## src/rtl/div_job_sequencer.sv

```systemverilog
// rtl/div_job_sequencer.sv - job FIFO and launch/capture sequencer around an external iterative divider
module div_job_sequencer #(
  parameter int WIDTH   = 4,
  parameter int DEPTH   = 4,
  parameter int TIMEOUT = 31
) (
  input  logic             clk,
  input  logic             rst,
  input  logic             in_valid,
  output logic             in_ready,
  input  logic [WIDTH-1:0] in_dividend,
  input  logic [WIDTH-1:0] in_divisor,
  output logic             div_start,
  output logic [WIDTH-1:0] div_dividend,
  output logic [WIDTH-1:0] div_divisor,
  input  logic             div_ready,
  input  logic [WIDTH-1:0] div_quotient,
  input  logic [WIDTH-1:0] div_remainder,
  input  logic             div_err,
  output logic             res_valid,
  input  logic             res_ready,
  output logic [WIDTH-1:0] res_quotient,
  output logic [WIDTH-1:0] res_remainder,
  output logic             res_dz,
  output logic             res_timeout,
  output logic [1:0]       res_tag,
  output logic             busy
);

  localparam int AW = $clog2(DEPTH);
  localparam int CW = $clog2(TIMEOUT + 1);

  typedef enum logic [2:0] {
    S_IDLE,
    S_LAUNCH,
    S_WAIT_BUSY,
    S_WAIT_DONE,
    S_ZERO,
    S_HOLD
  } state_t;

  logic [WIDTH-1:0] r_fifo_dividend [DEPTH];
  logic [WIDTH-1:0] r_fifo_divisor  [DEPTH];
  logic [AW-1:0]    r_wr_ptr;
  logic [AW-1:0]    r_rd_ptr;
  logic [AW:0]      r_count;
  logic             r_full;

  state_t           r_state;
  state_t           w_next_state;
  logic [CW-1:0]    r_cnt;
  logic [WIDTH-1:0] r_op_dividend;
  logic [WIDTH-1:0] r_op_divisor;
  logic [WIDTH-1:0] r_res_quotient;
  logic [WIDTH-1:0] r_res_remainder;
  logic             r_res_dz;
  logic             r_res_timeout;
  logic [1:0]       r_tag;

  logic             w_push;
  logic             w_pop;
  logic             w_empty;
  logic [AW:0]      w_count_next;
  logic             w_cap_div;
  logic             w_cap_zero;
  logic             w_cap_timeout;
  logic             w_cnt_clear;
  logic             w_cnt_inc;
  logic             w_done;

  // Full is registered, so a pop while full does not open a slot in the same cycle.
  assign w_empty      = (r_count == '0);
  assign w_push       = in_valid && !r_full;
  assign w_pop        = (r_state == S_IDLE) && !w_empty && div_ready;
  assign w_count_next = r_count + {{AW{1'b0}}, w_push} - {{AW{1'b0}}, w_pop};

  always_ff @(posedge clk) begin
    if (w_push) begin
      r_fifo_dividend[r_wr_ptr] <= in_dividend;
      r_fifo_divisor[r_wr_ptr]  <= in_divisor;
    end
  end

  always_ff @(posedge clk or negedge rst) begin
    if (!rst) begin
      r_wr_ptr <= '0;
      r_rd_ptr <= '0;
      r_count  <= '0;
      r_full   <= 1'b0;
    end else begin
      if (w_push) r_wr_ptr <= r_wr_ptr + AW'(1);
      if (w_pop)  r_rd_ptr <= r_rd_ptr + AW'(1);
      r_count <= w_count_next;
      r_full  <= (w_count_next == (AW+1)'(DEPTH));
    end
  end

  always_ff @(posedge clk or negedge rst) begin
    if (!rst) r_state <= S_IDLE;
    else      r_state <= w_next_state;
  end

  always_comb begin
    w_next_state  = r_state;
    w_cap_div     = 1'b0;
    w_cap_zero    = 1'b0;
    w_cap_timeout = 1'b0;
    w_cnt_clear   = 1'b0;
    w_cnt_inc     = 1'b0;
    w_done        = 1'b0;
    case (r_state)
      S_IDLE: begin
        if (w_pop) w_next_state = (r_fifo_divisor[r_rd_ptr] == '0) ? S_ZERO : S_LAUNCH;
      end
      S_LAUNCH: begin
        w_next_state = S_WAIT_BUSY;
        w_cnt_clear  = 1'b1;
      end
      S_WAIT_BUSY: begin
        if (!div_ready) begin
          w_next_state = S_WAIT_DONE;
          w_cnt_clear  = 1'b1;
        end else if (r_cnt == CW'(1)) begin
          w_next_state  = S_HOLD;
          w_cap_timeout = 1'b1;
        end else begin
          w_cnt_inc = 1'b1;
        end
      end
      S_WAIT_DONE: begin
        if (div_ready) begin
          w_next_state = S_HOLD;
          w_cap_div    = 1'b1;
        end else if (r_cnt == CW'(TIMEOUT - 1)) begin
          w_next_state  = S_HOLD;
          w_cap_timeout = 1'b1;
        end else begin
          w_cnt_inc = 1'b1;
        end
      end
      S_ZERO: begin
        w_next_state = S_HOLD;
        w_cap_zero   = 1'b1;
      end
      S_HOLD: begin
        if (res_ready) begin
          w_next_state = S_IDLE;
          w_done       = 1'b1;
        end
      end
      default: w_next_state = S_IDLE;
    endcase
  end

  always_ff @(posedge clk or negedge rst) begin
    if (!rst) begin
      r_cnt           <= '0;
      r_op_dividend   <= '0;
      r_op_divisor    <= '0;
      r_res_quotient  <= '0;
      r_res_remainder <= '0;
      r_res_dz        <= 1'b0;
      r_res_timeout   <= 1'b0;
      r_tag           <= '0;
    end else begin
      if (w_cnt_clear)    r_cnt <= '0;
      else if (w_cnt_inc) r_cnt <= r_cnt + CW'(1);
      if (w_pop) begin
        r_op_dividend <= r_fifo_dividend[r_rd_ptr];
        r_op_divisor  <= r_fifo_divisor[r_rd_ptr];
      end
      if (w_cap_div) begin
        r_res_quotient  <= div_quotient;
        r_res_remainder <= div_remainder;
        r_res_dz        <= div_err;
        r_res_timeout   <= 1'b0;
      end else if (w_cap_zero) begin
        r_res_quotient  <= '1;
        r_res_remainder <= r_op_dividend;
        r_res_dz        <= 1'b1;
        r_res_timeout   <= 1'b0;
      end else if (w_cap_timeout) begin
        r_res_quotient  <= '0;
        r_res_remainder <= '0;
        r_res_dz        <= 1'b0;
        r_res_timeout   <= 1'b1;
      end
      if (w_done) r_tag <= r_tag + 2'd1;
    end
  end

  // div_start decodes straight from state so an asynchronous reset drops it at once.
  assign div_start     = (r_state == S_LAUNCH);
  assign div_dividend  = r_op_dividend;
  assign div_divisor   = r_op_divisor;
  assign in_ready      = !r_full;
  assign res_valid     = (r_state == S_HOLD);
  assign res_quotient  = r_res_quotient;
  assign res_remainder = r_res_remainder;
  assign res_dz        = r_res_dz;
  assign res_timeout   = r_res_timeout;
  assign res_tag       = r_tag;
  assign busy          = (r_state != S_IDLE) || !w_empty;

endmodule
```

## config.mk

```make
export PLATFORM = sky130hd
export DESIGN_NAME = div_job_sequencer
export DESIGN_NICKNAME = d
export VERILOG_FILES = /design/src/rtl/div_job_sequencer.sv
export SDC_FILE = /design/constraint.sdc
export NUM_CORES = 1
export LEC_CHECK = 0
export ABC_AREA = 1
export CAP_MARGIN = 25
export CORE_UTILIZATION = 44
export DETAILED_ROUTE_END_ITERATION = 16
export GPL_TIMING_DRIVEN = 0
export HOLD_SLACK_MARGIN = 0.12
export MAX_ROUTING_LAYER = met4
export PLACE_DENSITY = 0.7
export SYNTH_ARGS = -nofsm -noshare
export SYNTH_HDL_FRONTEND = slang
export SYNTH_SLANG_ARGS = --single-unit
```

## constraint.sdc

```tcl
create_clock -name clk -period 2.25 [get_ports clk]
set_clock_uncertainty 0.15 [all_clocks]
set_input_delay 0.225 -clock clk [delete_from_list [all_inputs] [get_ports clk]]
set_output_delay 0.225 -clock clk [all_outputs]
set_load 0.02 [all_outputs]
```

==> out/metrics.cfg <==
[yosys]
postSynthCellCount=298
synthTopCellsByCount=65 x nand2_1, 45 x nor2_1, 36 x dfrtp_1, 32 x edfxtp_1, 26 x inv_1
synthMuxAreaShare=0
ys_ff_latch=68
yosys.area_share.xor_xnor=0.01749
ys_types=28
syn_nets=330
synth_area_sq_mm=0.003005
synthTopCellsByArea=edfxtp_1 32%, dfrtp_1 30%, nand2_1 8.1%
synth_top_cell_by_area=edfxtp_1
synth_edf_count=32
synth_top_area_frac=0.3197
yosys_warnings=0
synth_compound_area_frac=0.07077
async_flop_share=0.5294
synth_adder_area_share=0.04413
synthSimpleGateAreaFrac=0.1990
synth_most_common_cell=nand2_1
synth_ff_type=dfrtp_1
synth_top_family_by_area=simple AND/OR/NAND/NOR gates
ys_seq_area_frac=0.6195
avgSynthCellArea_sq_um=10.09

[die]
io_pins=46
dieArea_sq_mm=0.007165
core_sq_mm=0.006459
initial_utilization=0.4653
die_w_um=84.65
fp-row-count=29
die_y_um=84.65

[global_route]
antenna_found_initial=0
grt_overflow=0
grt_pass1_wl_mm=9.825
grt_use_total=0.1866
grt_start_max_net_pins=37
first_global_vias=2153

[min_path]
worstHoldStart=res_quotient[2]
whs_path_depth=2
hp-class=reg -> reg
whs_endpoint=res_quotient[2]

[clock_network]
cts_max_level=3
cts_sinks=68
clk_transition_reported_paths_ns=0.07
root_buffer=clkbuf_8
clock_path_buffers=2
clock_latency_ns=0.34
cts_tree=built
cts_buffers=9

[cells_and_area]
final_layout_size_suffix_gt1_frac=0.1393
diodes=0
nNetsFinal=394
syn2layout_area_growth_pct=27.44
post-route-cell-area_sq_mm=0.003830

[sta]
finalCritPeriodShare=0.9751
worst_slack_ns=0.05601
max_freq_mhz=455.8
tightest_slew_ns=0.8320
setup_violations=0
holdWs_ns=0.3228
fin_crit_ns=2.194
rsz0062_at_grt=yes
finalHoldViolCount=0
maxSlewHeadroom=0.4433
report.final.slew_viol_count=0

[drt]
dr.pass1.iters=7
vias=2178
drtAntennaViolNets=0
via_per_inst=4.916
drc=0
wl_per_cell_um=13.00
first_iter_violations=68
routed_wl_mm=5.761

[setup_path]
r2r_cells=10
crit_type=reg -> reg
regToRegEndpoint=r_full
cp_max_fo=3
r2r_slack_ns=0.06
cp-start-kind=register
arrival_ns=2.30
r2r-start=r_state[0]
worst_ep_required_time_ns=2.36
critPathCaptureType=register

[placement]
dp_hpwl_mm=3.956
globalplace.congestion=0.7687
io_buffers=45
place_area_sq_mm=0.003550
place_ws_ns=-0.4884

[power_and_ir_drop]
peakVddDrop_mv=0.6238
power_leakage_uw=0.001681
power.density_mw_per_mm2=1346

[status]
status=finished, final reports clean

[run]
max_cap_violations=0

==> worst max-delay path by stage <==
stage                    start  endpoint  slack (ns)  depth (start not counted)
floorplan           r_state[1]    r_full        0.01                         11
finish              r_state[0]    r_full        0.06                         10
global route        r_count[1]    r_full       -0.04                         10
global placement     div_ready    r_full       -0.42                          9
detailed placement   div_ready    r_full       -0.49                          9
CTS                 r_state[0]    r_full        0.02                         10
==> cells by family (layout without fill, tap and decap cells) <==
| logic type | Yosys count | in the layout |
|---|---|---|
| AOI/OAI and AO/OA | 37 | 37 |
| DFF | 68 | 68 |
| adders and majority gates | 10 | 10 |
| buffers and inverters | 37 | 105 |
| xor gates and xnor gates | 6 | 6 |
| and+or+nand+nor | 140 | 140 |
==> sequential cells by signal, summed over array words and instances (netlist names) <==
signal           flops
r_wr_ptr             2
r_rd_ptr             2
res_timeout          1
res_tag              2
div_divisor          4
div_dividend         4
r_full               1
r_fifo_divisor      16
r_fifo_dividend     16
res_remainder        4
res_dz               1
r_cnt                5
res_quotient         4
r_state              3
r_count              3
==> cell type report <==
class / instances / area (sq um)
Inverter: 32 / 125.1
Buffer: 5 / 27.53
Sequential cell: 68 / 1862
Clock inverter: 6 / 66.31
Timing Repair Buffer: 53 / 510.5
Multi-Input combinational cell: 193 / 1018
Fill cell: 568 / 2629
Clock buffer: 9 / 123.9
Tap cell: 77 / 96.34
==> critical path, stage by stage, from the launching register on <==
cell and delay [ns]:
dfrtp_1 0.41, inv_2 0.07, nand2_2 0.07, nor2_4 0.14, nand3_4 0.12, inv_6 0.08
ha_1 0.21, inv_1 0.06, ha_2 0.18, fa_2 0.45, nor3b_2 0.16
==> what timing repair did <==
| action | in CTS | in global routing |
|---|---|---|
| buffers inserted | 7 | 0 |
| gates resized for setup | 8 | 1 |
| endpoints found under the hold margin | 36 | 0 |
| hold buffers | 1 | 0 |
| setup endpoints to repair | 3 | 2 |
| pin swaps | 5 | 1 |
==> layer usage <==
metal,track usage,share of wire
met2,0.3200,0.51
met4,0.05855,0.0049
met1,0.2043,0.43
met5,-,0
met3,0.06391,0.047
==> through the flow <==
step	power, uW	std cells	utilization	setup TNS, ns
floorplan	3320	298	-	0
global placement	4045	420	0.5504	-3.639
detailed placement	4103	420	0.5496	-1.097
CTS	5212	443	0.5926	0
global route	5558	443	0.5930	-0.04079
finish	5155	443	0.5930	0
==> cells in the final DEF, fill, tap and decap left out, types with 2 or more instances in the layout <==
cell type | synthesis | layout
nor2_2 | 4 | 5
edfxtp_1 | 32 | 32
nor2_4 | 2 | 2
nand2_1 | 65 | 64
clkbuf_8 | 0 | 9
clkinvlp_4 | 0 | 3
o21ai_0 | 13 | 13
nor3_1 | 3 | 3
a21oi_1 | 13 | 13
dfrtp_1 | 36 | 36
buf_4 | 1 | 8
a31oi_1 | 4 | 4
a22oi_1 | 4 | 4
nand2_2 | 3 | 4
clkdlybuf4s50_1 | 0 | 43
inv_2 | 5 | 5
xor2_1 | 5 | 5
nand3_1 | 15 | 15
ha_1 | 9 | 8
nor2_1 | 45 | 44
buf_2 | 4 | 5
inv_1 | 26 | 25
==> where the power goes <==
| group | internal [uW] | switching, uW | total [uW] |
|---|---|---|---|
| clock network | 504 | 459 | 963 |
| registers | 1720 | 211 | 1930 |
| logic | 948 | 1320 | 2260 |
No activity file was read; power rests on OpenSTA's default activity.
